==> src/rtl/cacheline_adaptor_pkg.sv <==
// cacheline_adaptor_pkg: shared widths and FSM state type for the cacheline adaptor
package cacheline_adaptor_pkg;
  localparam int LINE_WIDTH  = 256;
  localparam int BURST_WIDTH = 64;
  localparam int ADDR_WIDTH  = 32;

  typedef enum logic [1:0] {IDLE, READ, WRITE, DONE} cl_adaptor_state_t;

  function automatic int cnt_width(input int beats);
    return (beats > 1) ? $clog2(beats) : 1;
  endfunction
endpackage

==> src/rtl/cacheline_adaptor.sv <==
// cacheline_adaptor: splits one cacheline read/write into fixed-width memory bursts
module cacheline_adaptor #(
  parameter int LINE_WIDTH  = cacheline_adaptor_pkg::LINE_WIDTH,
  parameter int BURST_WIDTH = cacheline_adaptor_pkg::BURST_WIDTH,
  parameter int ADDR_WIDTH  = cacheline_adaptor_pkg::ADDR_WIDTH
) (
  input  logic                   clk,
  input  logic                   reset_n,
  input  logic [ADDR_WIDTH-1:0]  address_i,
  input  logic                   read_i,
  input  logic                   write_i,
  input  logic [LINE_WIDTH-1:0]  line_i,
  output logic [LINE_WIDTH-1:0]  line_o,
  output logic                   resp_o,
  output logic [ADDR_WIDTH-1:0]  address_o,
  output logic                   read_o,
  output logic                   write_o,
  input  logic [BURST_WIDTH-1:0] burst_i,
  output logic [BURST_WIDTH-1:0] burst_o,
  input  logic                   resp_i
);
  import cacheline_adaptor_pkg::*;

  localparam int BEATS  = LINE_WIDTH / BURST_WIDTH;
  localparam int OFFSET = $clog2(LINE_WIDTH / 8);
  localparam int CW     = cnt_width(BEATS);
  localparam logic [ADDR_WIDTH-1:0] ALIGN = ~ADDR_WIDTH'((64'd1 << OFFSET) - 64'd1);
  localparam logic [CW-1:0] LAST = CW'(BEATS - 1);

  cl_adaptor_state_t state, state_next;
  logic [CW-1:0] cnt;
  logic [LINE_WIDTH-1:0] buffer;
  logic [ADDR_WIDTH-1:0] addr;
  logic beat, last, accept;

  always_comb begin
    accept = (state == IDLE) && (read_i || write_i);
    beat = resp_i && (state == READ || state == WRITE);
    last = beat && (cnt == LAST);
    state_next = (state == IDLE) ? (read_i ? READ : write_i ? WRITE : IDLE) :
                 (state == DONE) ? IDLE :
                 last ? DONE : state;
  end

  always_comb begin
    read_o = (state == READ);
    write_o = (state == WRITE);
    resp_o = (state == DONE);
    address_o = addr;
    line_o = buffer;
    burst_o = write_o ? buffer[cnt*BURST_WIDTH +: BURST_WIDTH] : '0;
  end

  // read priority on accept: a simultaneous request never loads line_i
  always_ff @(posedge clk or negedge reset_n) begin
    if (!reset_n) begin
      state <= IDLE;
      cnt <= '0;
      buffer <= '0;
      addr <= '0;
    end else begin
      state <= state_next;
      if (accept) begin
        addr <= address_i & ALIGN;
        cnt <= '0;
        if (!read_i) buffer <= line_i;
      end else if (beat) begin
        cnt <= last ? '0 : cnt + 1'b1;
        if (state == READ) buffer[cnt*BURST_WIDTH +: BURST_WIDTH] <= burst_i;
      end
    end
  end
endmodule

==> config.mk <==
export PLATFORM = sky130hd
export DESIGN_NAME = cacheline_adaptor
export DESIGN_NICKNAME = d
export VERILOG_FILES = /design/src/rtl/cacheline_adaptor_pkg.sv /design/src/rtl/cacheline_adaptor.sv
export SDC_FILE = /design/constraint.sdc
export NUM_CORES = 1
export LEC_CHECK = 0
export ABC_AREA = 0
export BUFFER_PORTS_ARGS = -buffer_cell sky130_fd_sc_hd__buf_2
export CAP_MARGIN = 10
export CORE_AREA = 2 2 279 281
export CTS_CLUSTER_SIZE = 10
export DETAILED_ROUTE_END_ITERATION = 8
export DIE_AREA = 0 0 281 283
export GPL_TIMING_DRIVEN = 0
export HOLD_SLACK_MARGIN = 0.02
export PLACE_DENSITY = 0.5
export SETUP_SLACK_MARGIN = 0.4
export SYNTH_ARGS = -nofsm -noshare
export SYNTH_HDL_FRONTEND = slang
export SYNTH_SLANG_ARGS = --single-unit
==> constraint.sdc <==
create_clock -name clk -period 4.4 [get_ports clk]
set_input_delay 0.44 -clock clk [delete_from_list [all_inputs] [get_ports clk]]
set_output_delay 0.44 -clock clk [all_outputs]
set_load 0.05 [all_outputs]
==> parameters.txt <==
Parameter                              Value

Job
  Count of maximum capacitance violations    0

Timing
  Achievable clock frequency    271.0 MHz
  Relative slew margins    0.3479
  Final critical-path share of the clock period    0.8385
  RSZ-0062 raised after global routing    false
  Final setup vio count    0
  Worst setup skew after layout    0.01667 ns
  Min setup slack post-route    0.7106 ns
  Slew at the pin closest to its max-slew limit    0.9781 ns
  Minimum period implied by the final worst setup slack    3.689 ns
  Hold violation total from the final report    0
  Final Max Tran Viols    0
  Worst hold slack after final layout    0.08607 ns

Global route
  Number of global-route vias before repair    18,997
  Global-route usage over all layers    0.2389
  Residual overflow from global routing    0
  Global-route wire length before repair    138.1 mm
  Largest net degree at the start of global routing    106
  Number of antenna violations at the first check in global routing    33

Critical path
  Most used cell, CP    sky130_fd_sc_hd__buf_2
  Critical path endpoint category    flip-flop
  Top fanout value on the critical path    11
  CP arrival    4.16 ns
  Biggest cell delay along the critical path    0.58 ns
  Data required time of the worst path    a little under 5 ns
  Crit path launch type    flip-flop
  Kind of cell with the highest combined delay on the critical path    buffers and inverters
  Path type of the worst setup path    flip-flop to flip-flop
  Cell-by-cell listing of the critical path    buf_2 -> clkbuf_2 -> inv_1 -> ha_1 -> and4b_1 -> buf_2 -> clkbuf_1 -> a31oi_1 -> mux2i_1
  Cell at the slowest stage of the critical path    sky130_fd_sc_hd__clkbuf_1
  WP buf/inv    5

Route
  Routed length per placed instance    27.42 um
  Post-detailed-route via-to-cell ratio    5.081
  Wire length reported by the detailed router    98.64 mm
  DRC Markers    0
  Antenna-violating nets left    0
  DRT iter0 DRCs    1,176
  DR vias    about 18,000
  Detailed Routing Iterations Pass 1    5

Pwr
  Cell Pwr Density    833.7 nW/um2
  Sw Share    0.5440
  Fraction of power consumed by sequential logic    0.226
  Cell-internal power    between 9 and 10 mW
  Peak supply drop    around 410 uV
  Combinational share of power    0.616
  Static Leak    approximately 14 nW
  Power dissipated by switching net loads    11.35 mW
  Power Total    approximately 21 mW
  Clock share of power    0.158

Synth
  Sequential share of the synthesized area    0.3826
  Yosys top cell by area    sky130_fd_sc_hd__dfrtp_1
  Mapped Cells    roughly 1,800
  Mean area per synthesized cell    around 11 um2
  Synthesized area    ~19,000 um2
  Synthesis warning total    0
  Area share of the largest cell type after synthesis    0.3826
  #FFs+latches synth    around 290
  Distinct cell type count after synthesis    27
  Main area contributors after synthesis    sky130_fd_sc_hd__dfrtp_1, sky130_fd_sc_hd__mux2i_1, sky130_fd_sc_hd__o211a_1

Final layout
  Layout Area Growth over Synthesis    33.30%
  Final standard cell utilization of the core    0.3262
  Fraction of layout instances using a drive strength above 1    0.3849
  Final standard cell count with taps included and fillers excluded    3,598
  Fin nets    2,884
  Fill count    8,022

Floorplan
  Horizontal die dimension    281 um
  Total I/O pin count    712
  Core Region    76,700 um2
  Number of placement rows    approximately 100
  Initial standard-cell utilization of the core    0.2447
  Die Ht    approximately 280 um
  Area of the die    79,520 um2

Clock network
  Maximum buffer depth of the clock tree    3
  Number of buffers added for setup after CTS    0
  Number of H-tree levels    2
  Clock tree root buffer cell    sky130_fd_sc_hd__clkbuf_16
  Total clock buffers created by CTS    39
  CTS tree    built
  Clk slew on worst S/H paths    0.06 ns
  Clk sinks    287
  Clock Latency Late Sink    0.55 ns

Placed design
  RePlAce Congestion    between 0.8 and 0.9
  Placed wire-length estimate after detailed placement    75.24 mm
  Count of input and output buffers    700
  Post-placement setup slack    0.3626 ns
  Cell Count Post-Placement    3,514

Run status
  Outcome    complete, no violations

Min path
  Worst hold path type    primary input to flip-flop
-- state kept, by name, indices dropped and copies added (netlist names) --
register   count
line_o       256
address_o     27
cnt            2
state          2
-- kinds of logic (layout without fill, tap and decap cells) --
group | Yosys count | in the layout | share of synthesized area
AOI/OAI and AO/OA | 524 | 524 | 0.2264
and+or+nand+nor | 161 | 161 | 0.04400
buffers and inverters | 464 | 1233 | 0.1263
adders and majority gates | 10 | 10 | 0.006666
muxes | 321 | 321 | 0.2139
other | 1 | 22 | 0.0001998
DFF | 287 | 287 | 0.3826
-- cell type report --
class,instances,area (um2),area share
clock buffers,59,1184,0.04731
multi-input cells,1021,9233,0.3690
repair buffers,704,3593,0.1436
inverters,260,975.9,0.03901
plain buffers,204,1396,0.05581
diodes,17,42.54,0.001700
well taps,1040,1301,0.05201
clock inverters,6,111.4,0.004451
flip-flops and latches,287,7182,0.2871
-- timing repair --
| action | 4_1_cts | 5_1_grt |
|---|---|---|
| hold buffers | 1 | 0 |
| resized for setup | 1 | 0 |
| endpoints found under the hold margin | 84 | 0 |
| setup endpoints to repair | 1 | 0 |
-- cells in the mapped netlist --
cell and instances:
sky130_fd_sc_hd__a21oi_1 5, sky130_fd_sc_hd__a31oi_1 258, sky130_fd_sc_hd__a32oi_2 1, sky130_fd_sc_hd__and2_1 65, sky130_fd_sc_hd__and4b_1 1, sky130_fd_sc_hd__buf_1 11, sky130_fd_sc_hd__buf_12 24, sky130_fd_sc_hd__buf_2 103
sky130_fd_sc_hd__buf_4 11, sky130_fd_sc_hd__buf_6 9, sky130_fd_sc_hd__clkbuf_1 46, sky130_fd_sc_hd__conb_1 1, sky130_fd_sc_hd__dfrtp_1 287, sky130_fd_sc_hd__ha_1 10, sky130_fd_sc_hd__inv_1 260, sky130_fd_sc_hd__mux2i_1 257
sky130_fd_sc_hd__mux4_2 64, sky130_fd_sc_hd__nand2_1 84, sky130_fd_sc_hd__nand3b_1 1, sky130_fd_sc_hd__nand4b_1 1, sky130_fd_sc_hd__nor2_1 2, sky130_fd_sc_hd__nor3_2 4, sky130_fd_sc_hd__nor4bb_1 3, sky130_fd_sc_hd__o211a_1 256
sky130_fd_sc_hd__o21a_1 1, sky130_fd_sc_hd__o21ai_2 1, sky130_fd_sc_hd__o31ai_1 2
-- through the flow --
| step | cell area, um2 | setup TNS [ns] |
|---|---|---|
| floorplan | 18780 | 0 |
| global placement | 23590 | -843.44 |
| detailed placement | 23660 | 0 |
| CTS | 24960 | 0 |
| global route | 25000 | 0 |
| finish | 25020 | 0 |
-- final timing paths --
path                               start  cells past startpoint             to  slack (ns)
max reg2reg                       cnt[1]                      9     line_o[76]        0.71
max                               cnt[1]                      9     line_o[76]        0.71
min in group asynchronous        reset_n                      2    line_o[140]        0.52
min reg2reg                address_o[10]                      2  address_o[10]        0.47
max in group asynchronous        reset_n                      3     line_o[34]        2.76
min                        address_i[26]                      3  address_o[26]        0.09
-- worst min-delay path, stage by stage --
cell and delay [ns]:
sky130_fd_sc_hd__buf_2 0.07, sky130_fd_sc_hd__nand2_1 0.04, sky130_fd_sc_hd__nand2_1 0.04
-- per-layer routing --
layer,GRT usage,part of all wire
met5,0,0.0018
met4,0.08302,0.032
met3,0.06556,0.085
met2,0.3986,0.48
met1,0.2948,0.40
-- power by group through the flow --
stage	clock network, mW	logic, mW	registers, mW
floorplan	0	5.43	8.03
global placement	0	12.7	4.69
detailed placement	0	12.9	4.73
CTS	3.38	12.9	4.71
global route	3.48	13.5	4.83
finish	3.29	12.9	4.72
-- placed cells by master (no fill, tap or decap) --
cell type	count
sky130_fd_sc_hd__o21a_1	1
sky130_fd_sc_hd__buf_4	11
sky130_fd_sc_hd__a31oi_1	258
sky130_fd_sc_hd__nand3b_1	1
sky130_fd_sc_hd__buf_6	9
sky130_fd_sc_hd__dfrtp_1	287
sky130_fd_sc_hd__nor4bb_1	3
sky130_fd_sc_hd__and4b_1	1
sky130_fd_sc_hd__buf_12	24
sky130_fd_sc_hd__mux4_2	64
sky130_fd_sc_hd__a21oi_1	5
sky130_fd_sc_hd__clkbuf_2	1
sky130_fd_sc_hd__buf_1	10
sky130_fd_sc_hd__buf_16	2
sky130_fd_sc_hd__clkbuf_16	41
sky130_fd_sc_hd__inv_1	260
sky130_fd_sc_hd__nor2_1	2
sky130_fd_sc_hd__nor3_2	4
sky130_fd_sc_hd__o211a_1	256
sky130_fd_sc_hd__mux2i_1	257
sky130_fd_sc_hd__clkbuf_8	9
sky130_fd_sc_hd__ha_1	10
sky130_fd_sc_hd__clkinv_4	1
sky130_fd_sc_hd__buf_2	803
sky130_fd_sc_hd__conb_1	5
sky130_fd_sc_hd__and2_1	65
sky130_fd_sc_hd__diode_2	17
sky130_fd_sc_hd__a32oi_2	1
sky130_fd_sc_hd__dlygate4sd3_1	1
sky130_fd_sc_hd__o31ai_1	2
sky130_fd_sc_hd__buf_8	2
sky130_fd_sc_hd__o21ai_2	1
sky130_fd_sc_hd__nand2_1	84
sky130_fd_sc_hd__bufinv_16	3
sky130_fd_sc_hd__nand4b_1	1
sky130_fd_sc_hd__clkinvlp_4	1
sky130_fd_sc_hd__clkbuf_1	54
sky130_fd_sc_hd__clkinv_2	1
(Power assumes the default switching activity.)
